`src/rtl/bram_bus_bridge.sv`:
```
// bram_bus_bridge
//
// Bus-side front end for a single-port, read-first block RAM with one-cycle
// read latency. Requests arrive on a valid/ready channel. They are forwarded
// to the RAM pins, and one response per request returns on a valid/ready
// response channel. At most one response is outstanding. Requests outside
// the RAM window never reach the RAM and are answered with resp_err=1 and
// zero data.
//
// Ports:
//   clk, rst            : clock, synchronous active-high reset
//   req_valid/req_ready : request handshake
//   req_addr            : byte address (low OFF bits ignored)
//   req_write           : 1 = write, 0 = read
//   req_wdata/req_wstrb : write data and byte enables
//   resp_valid/ready    : response handshake
//   resp_rdata          : pre-access word (zero on error)
//   resp_err            : out-of-window access
//   ram_addr/ram_data_w : RAM word address and write data (don't-care when !ram_en)
//   ram_data_r          : RAM read data, one cycle after ram_en, held while !ram_en
//   ram_en/ram_sel      : RAM enable and byte write selects
module bram_bus_bridge #(
  parameter int                ADDR_W    = 14,
  parameter int                DATA_L    = 4,
  parameter int                BUS_AW    = 32,
  parameter logic [BUS_AW-1:0] BASE_ADDR = '0
) (
  input  logic                  clk,
  input  logic                  rst,
  input  logic                  req_valid,
  output logic                  req_ready,
  input  logic [BUS_AW-1:0]     req_addr,
  input  logic                  req_write,
  input  logic [DATA_L*8-1:0]   req_wdata,
  input  logic [DATA_L-1:0]     req_wstrb,
  output logic                  resp_valid,
  input  logic                  resp_ready,
  output logic [DATA_L*8-1:0]   resp_rdata,
  output logic                  resp_err,
  output logic [ADDR_W-1:0]     ram_addr,
  output logic [DATA_L*8-1:0]   ram_data_w,
  input  logic [DATA_L*8-1:0]   ram_data_r,
  output logic                  ram_en,
  output logic [DATA_L-1:0]     ram_sel
);

  localparam int DATA_W = DATA_L * 8;
  localparam int OFF    = $clog2(DATA_L);
  localparam int WIN_LO = ADDR_W + OFF;

  logic pending_q, pending_d;
  logic pend_err_q, pend_err_d;
  logic acc;
  logic hit;
  logic unused_addr_lsb;

  // The byte offset inside a word carries no information for the RAM.
  assign unused_addr_lsb = ^req_addr[OFF-1:0];

  // Ready depends only on our state and resp_ready, never on req_valid:
  // a slot is free when nothing is pending or the pending response leaves
  // this cycle.
  assign req_ready = ~pending_q | resp_ready;
  assign acc       = req_valid & req_ready;
  assign hit       = (req_addr[BUS_AW-1:WIN_LO] == BASE_ADDR[BUS_AW-1:WIN_LO]);

  // Gating the enable with rst ensures a reset cycle leaves no RAM side effect.
  assign ram_en     = acc & hit & ~rst;
  assign ram_sel    = (req_write & ram_en) ? req_wstrb : '0;
  assign ram_addr   = req_addr[WIN_LO-1:OFF];
  assign ram_data_w = req_wdata;

  // The RAM output is held while ram_en=0, so resp_rdata stays stable across
  // a stall without a local data register.
  assign resp_valid = pending_q;
  assign resp_err   = pend_err_q;
  assign resp_rdata = pend_err_q ? {DATA_W{1'b0}} : ram_data_r;

  always_comb begin
    pending_d  = pending_q;
    pend_err_d = pend_err_q;
    if (acc) begin
      // This also covers a response leaving and a new request arriving in
      // the same cycle: the slot stays occupied.
      pending_d  = 1'b1;
      pend_err_d = ~hit;
    end else if (pending_q & resp_ready) begin
      pending_d  = 1'b0;
    end
  end

  // Response slot register
  always_ff @(posedge clk) begin
    if (rst) begin
      pending_q  <= 1'b0;
      pend_err_q <= 1'b0;
    end else begin
      pending_q  <= pending_d;
      pend_err_q <= pend_err_d;
    end
  end

endmodule

```
`config.mk`:
```
export PLATFORM = sky130hd
export DESIGN_NAME = bram_bus_bridge
export DESIGN_NICKNAME = d
export VERILOG_FILES = /design/src/rtl/bram_bus_bridge.sv
export SDC_FILE = /design/constraint.sdc
export NUM_CORES = 1
export LEC_CHECK = 0
export CORE_MARGIN = 3
export CORE_UTILIZATION = 17
export DETAILED_ROUTE_END_ITERATION = 8
export PLACE_DENSITY = 0.83
export SLEW_MARGIN = 40
export SYNTH_ARGS = -nofsm -noshare
export SYNTH_HDL_FRONTEND = slang
export SYNTH_SLANG_ARGS = --single-unit
export TNS_END_PERCENT = 100
```
`constraint.sdc`:
```
create_clock -name clk -period 0.92 [get_ports clk]
set_input_delay 0.138 -clock clk [delete_from_list [all_inputs] [get_ports clk]]
set_output_delay 0.138 -clock clk [all_outputs]
set_load 0.02 [all_outputs]
```
==> results.md <==
- Buffers added on ports: 96
- Initial antenna violation count: 0
- First-pass DRT Iterations: 4
- ANT nets after route: 0
- Inserted Clock Buffers: 3
- Clock Latency Late Sink: 0.21 ns
- Core ar.: 0.00420 mm2
- Internal power: 0.993 mW
- Height of the die: 73.7 um
- DR DRC count: 0
- Crit path kind: input pin to output port
- Type of the most critical hold path: input pin to output port
- M1 WL: 922 um
- Critical path required time: 0.78 ns
- Largest net degree at the start of global routing: 8
- Rows: 23
- Synth Instances: 104
- Diodes inserted: 0
- Min cycle time layout: 1.32 ns
- Setup WS post-layout: -0.396 ns
- Yosys reg bits: 2
- P per Cell Area: 756 mW/mm2
- Vias in the first global route: 1015
- Synth Area per Inst: 7.48 um2
- Post-CTS Hold Buffers: 0
- Clk sinks: 2
- Static leakage: 0.938 nW
- Yosys warns: 0
- Largest family of logic cells by synthesized area: buffers and inverters
- NetSw: 0.492 mW
- Yosys top cell area share: 44.4%
- DR vias: 912
- Sw Ratio: 33.1%
- Slew headroom: 84.1%
- Slew @ Worst Pin: 0.237 ns
- Gr ovfl total: 0
- Max Cap Viol: 0
- Most frequent cells in the layout: 46 x buf_6, 37 x clkdlybuf4s50_1, 31 x nor2b_4
- Xor/xnor share of the synthesized area: 0%
- Critical Path AT: 1.18 ns
- Multi-input combinational cell area: 674 um2
- Number of H-tree levels: 1
- Number of nets in the layout: 273
- Via-to-Cell Ratio: 4.22
- Status: complete, but fails checks
- First-pass GRT wire length: 4.57 mm
- Starting DRT DRC Count: 16
- Pre-CTS WS: -1.28 ns
- Initial Util: 18.5%
- Area grow syn2layout: 153%
- Worst setup EP type: output port
- Peak Freq: 760 MHz
- Sequential fraction of the synthesis area: 5.14%
- Seq pwr share: 7.5%
- CTS Root Cell: clkbuf_8
- CTS tree: yes
- Combinational power share: 69.7%
- Share of layout cells above drive strength 1: 66.9%
- Ranking of synthesized cells by area: buf_4 44%, nor2b_1 26%, nor4_4 11%, dfxtp_1 5.1%, nor3_1 2.6%
- Crit path max fanout: 5
- Final setup viols: 40
- Commonest non-fill, non-tap cell in the layout: buf_6
- Total die area: 0.00543 mm2
- Clock power frac: 22.8%
- Top sig layer: met4
- Fill count: 372
- Total power draw: 1.49 mW
- Register area: 45.0 um2
- Compound-gate portion of the synthesized area: 2.41%
- Failing checks: negative setup slack
- Global-route usage over all layers: 10.8%
- Simple-Gate Fraction of Synth Area: 46.1%
- Mapped Nets: 209
- Post-synthesis mux area share: 0%
- Synth Area in Adders: 0%
- Hold Violations, Final: 0
- Netlist Area Pre-Place: 778 um2
- Met3 routed WL: 600 um
- Hpwl dp: 2.56 mm
- Unique masters post-synth: 15
- Startpoint Class: input pin
- Cell Area, Placed: 0.00180 mm2
- Metal2 WL: 1.56 mm
- Peak supply drop: 0.000371 V
- Dpl cells: 210
- WL/cell: 14.6 um
- Total Wirelength: 3.16 mm
- GP Congestion: 0.666
- Die width: 73.7 um
- I/O pins: 191
- Post-Layout Inst Area: 0.00197 mm2
- Slew Viols, Final: 0
- Clock skew: 0.00203 ns
- Final non-filler cell total: 216
- RSZ-0062 raised after global routing: yes
- Clk buf depth: 2
- Fin crit share: 143%
- Biggest area consumer among synthesized cells: buf_4
## worst max-delay path, stage by stage
cell	delay (ns)
buf_2	0.11
nor4_4	0.29
nand4_2	0.14
buf_6	0.17
nor3_4	0.18
buf_6	0.14
## final timing paths
path              slack [ns]         start       endpoint  depth (start not counted)
hold reg to reg         0.60    resp_valid     resp_valid                          3
setup / recovery       -0.40  req_addr[21]     ram_sel[0]                          6
setup reg to reg        0.01      resp_err       resp_err                          3
hold / removal          0.28  req_wdata[0]  ram_data_w[0]                          0
## state kept, by name (all words and copies together) (netlist names)
name        cells
resp_err        1
resp_valid      1
## timing repair
action	CTS	global route
setup endpoints to repair	41	41
setup buffers	4	1
resized for setup	288	27
cloned	2	0
pin swaps	11	7
## final cells by class
class | instances | area share (%)
multi-input cells | 52 | 34.3
clock buffers | 3 | 2.10
repair buffers | 108 | 57.9
inverters | 1 | 0.191
well taps | 50 | 3.18
flip-flops and latches | 2 | 2.29
## routing by layer
layer | vias up | global-route usage, %
met5 | - | 0
met4 | 0 | 4.63
met3 | 14 | 4.92
met2 | 99 | 20.0
met1 | 388 | 9.94
li1 | 411 | -
## power by group through the flow
stage	registers [mW]	clock network, mW	logic [mW]
6_report	0.111	0.338	1.04
5_1_grt	0.113	0.354	1.09
4_1_cts	0.110	0.352	1.06
3_5_place_dp	0.107	0	0.955
3_3_place_gp	0.107	0	0.940
2_1_floorplan	0.113	0	0.712
## cells in the mapped netlist (all sizes together)
cell type and instances:
buf 46, nor2b 32, nand2 4, nor3 4, nor4 4, clkbuf 3, a21oi 2, dfxtp 2
a311oi 1, and4 1, inv 1, nand2b 1, nand3b 1, nand4 1, nor2 1
## logic make-up (layout without fill, tap and decap cells)
family                 after synthesis  count (layout)
AOI/OAI and AO/OA                    3               3
buffers and inverters               50             112
DFF                                  2               2
and+or+nand+nor                     49              49
## per-stage QoR
step / hold WS, ns / utilization, % / setup TNS, ns
floorplan: 0.200 / - / -1.76
detailed placement: 0.276 / 42.9 / -25.29
global placement: 0.276 / 42.9 / -24.80
finish: 0.276 / 46.8 / -8.76
CTS: 0.276 / 47.3 / -10.54
global route: 0.276 / 46.8 / -10.15
(Power assumes the default switching activity.)
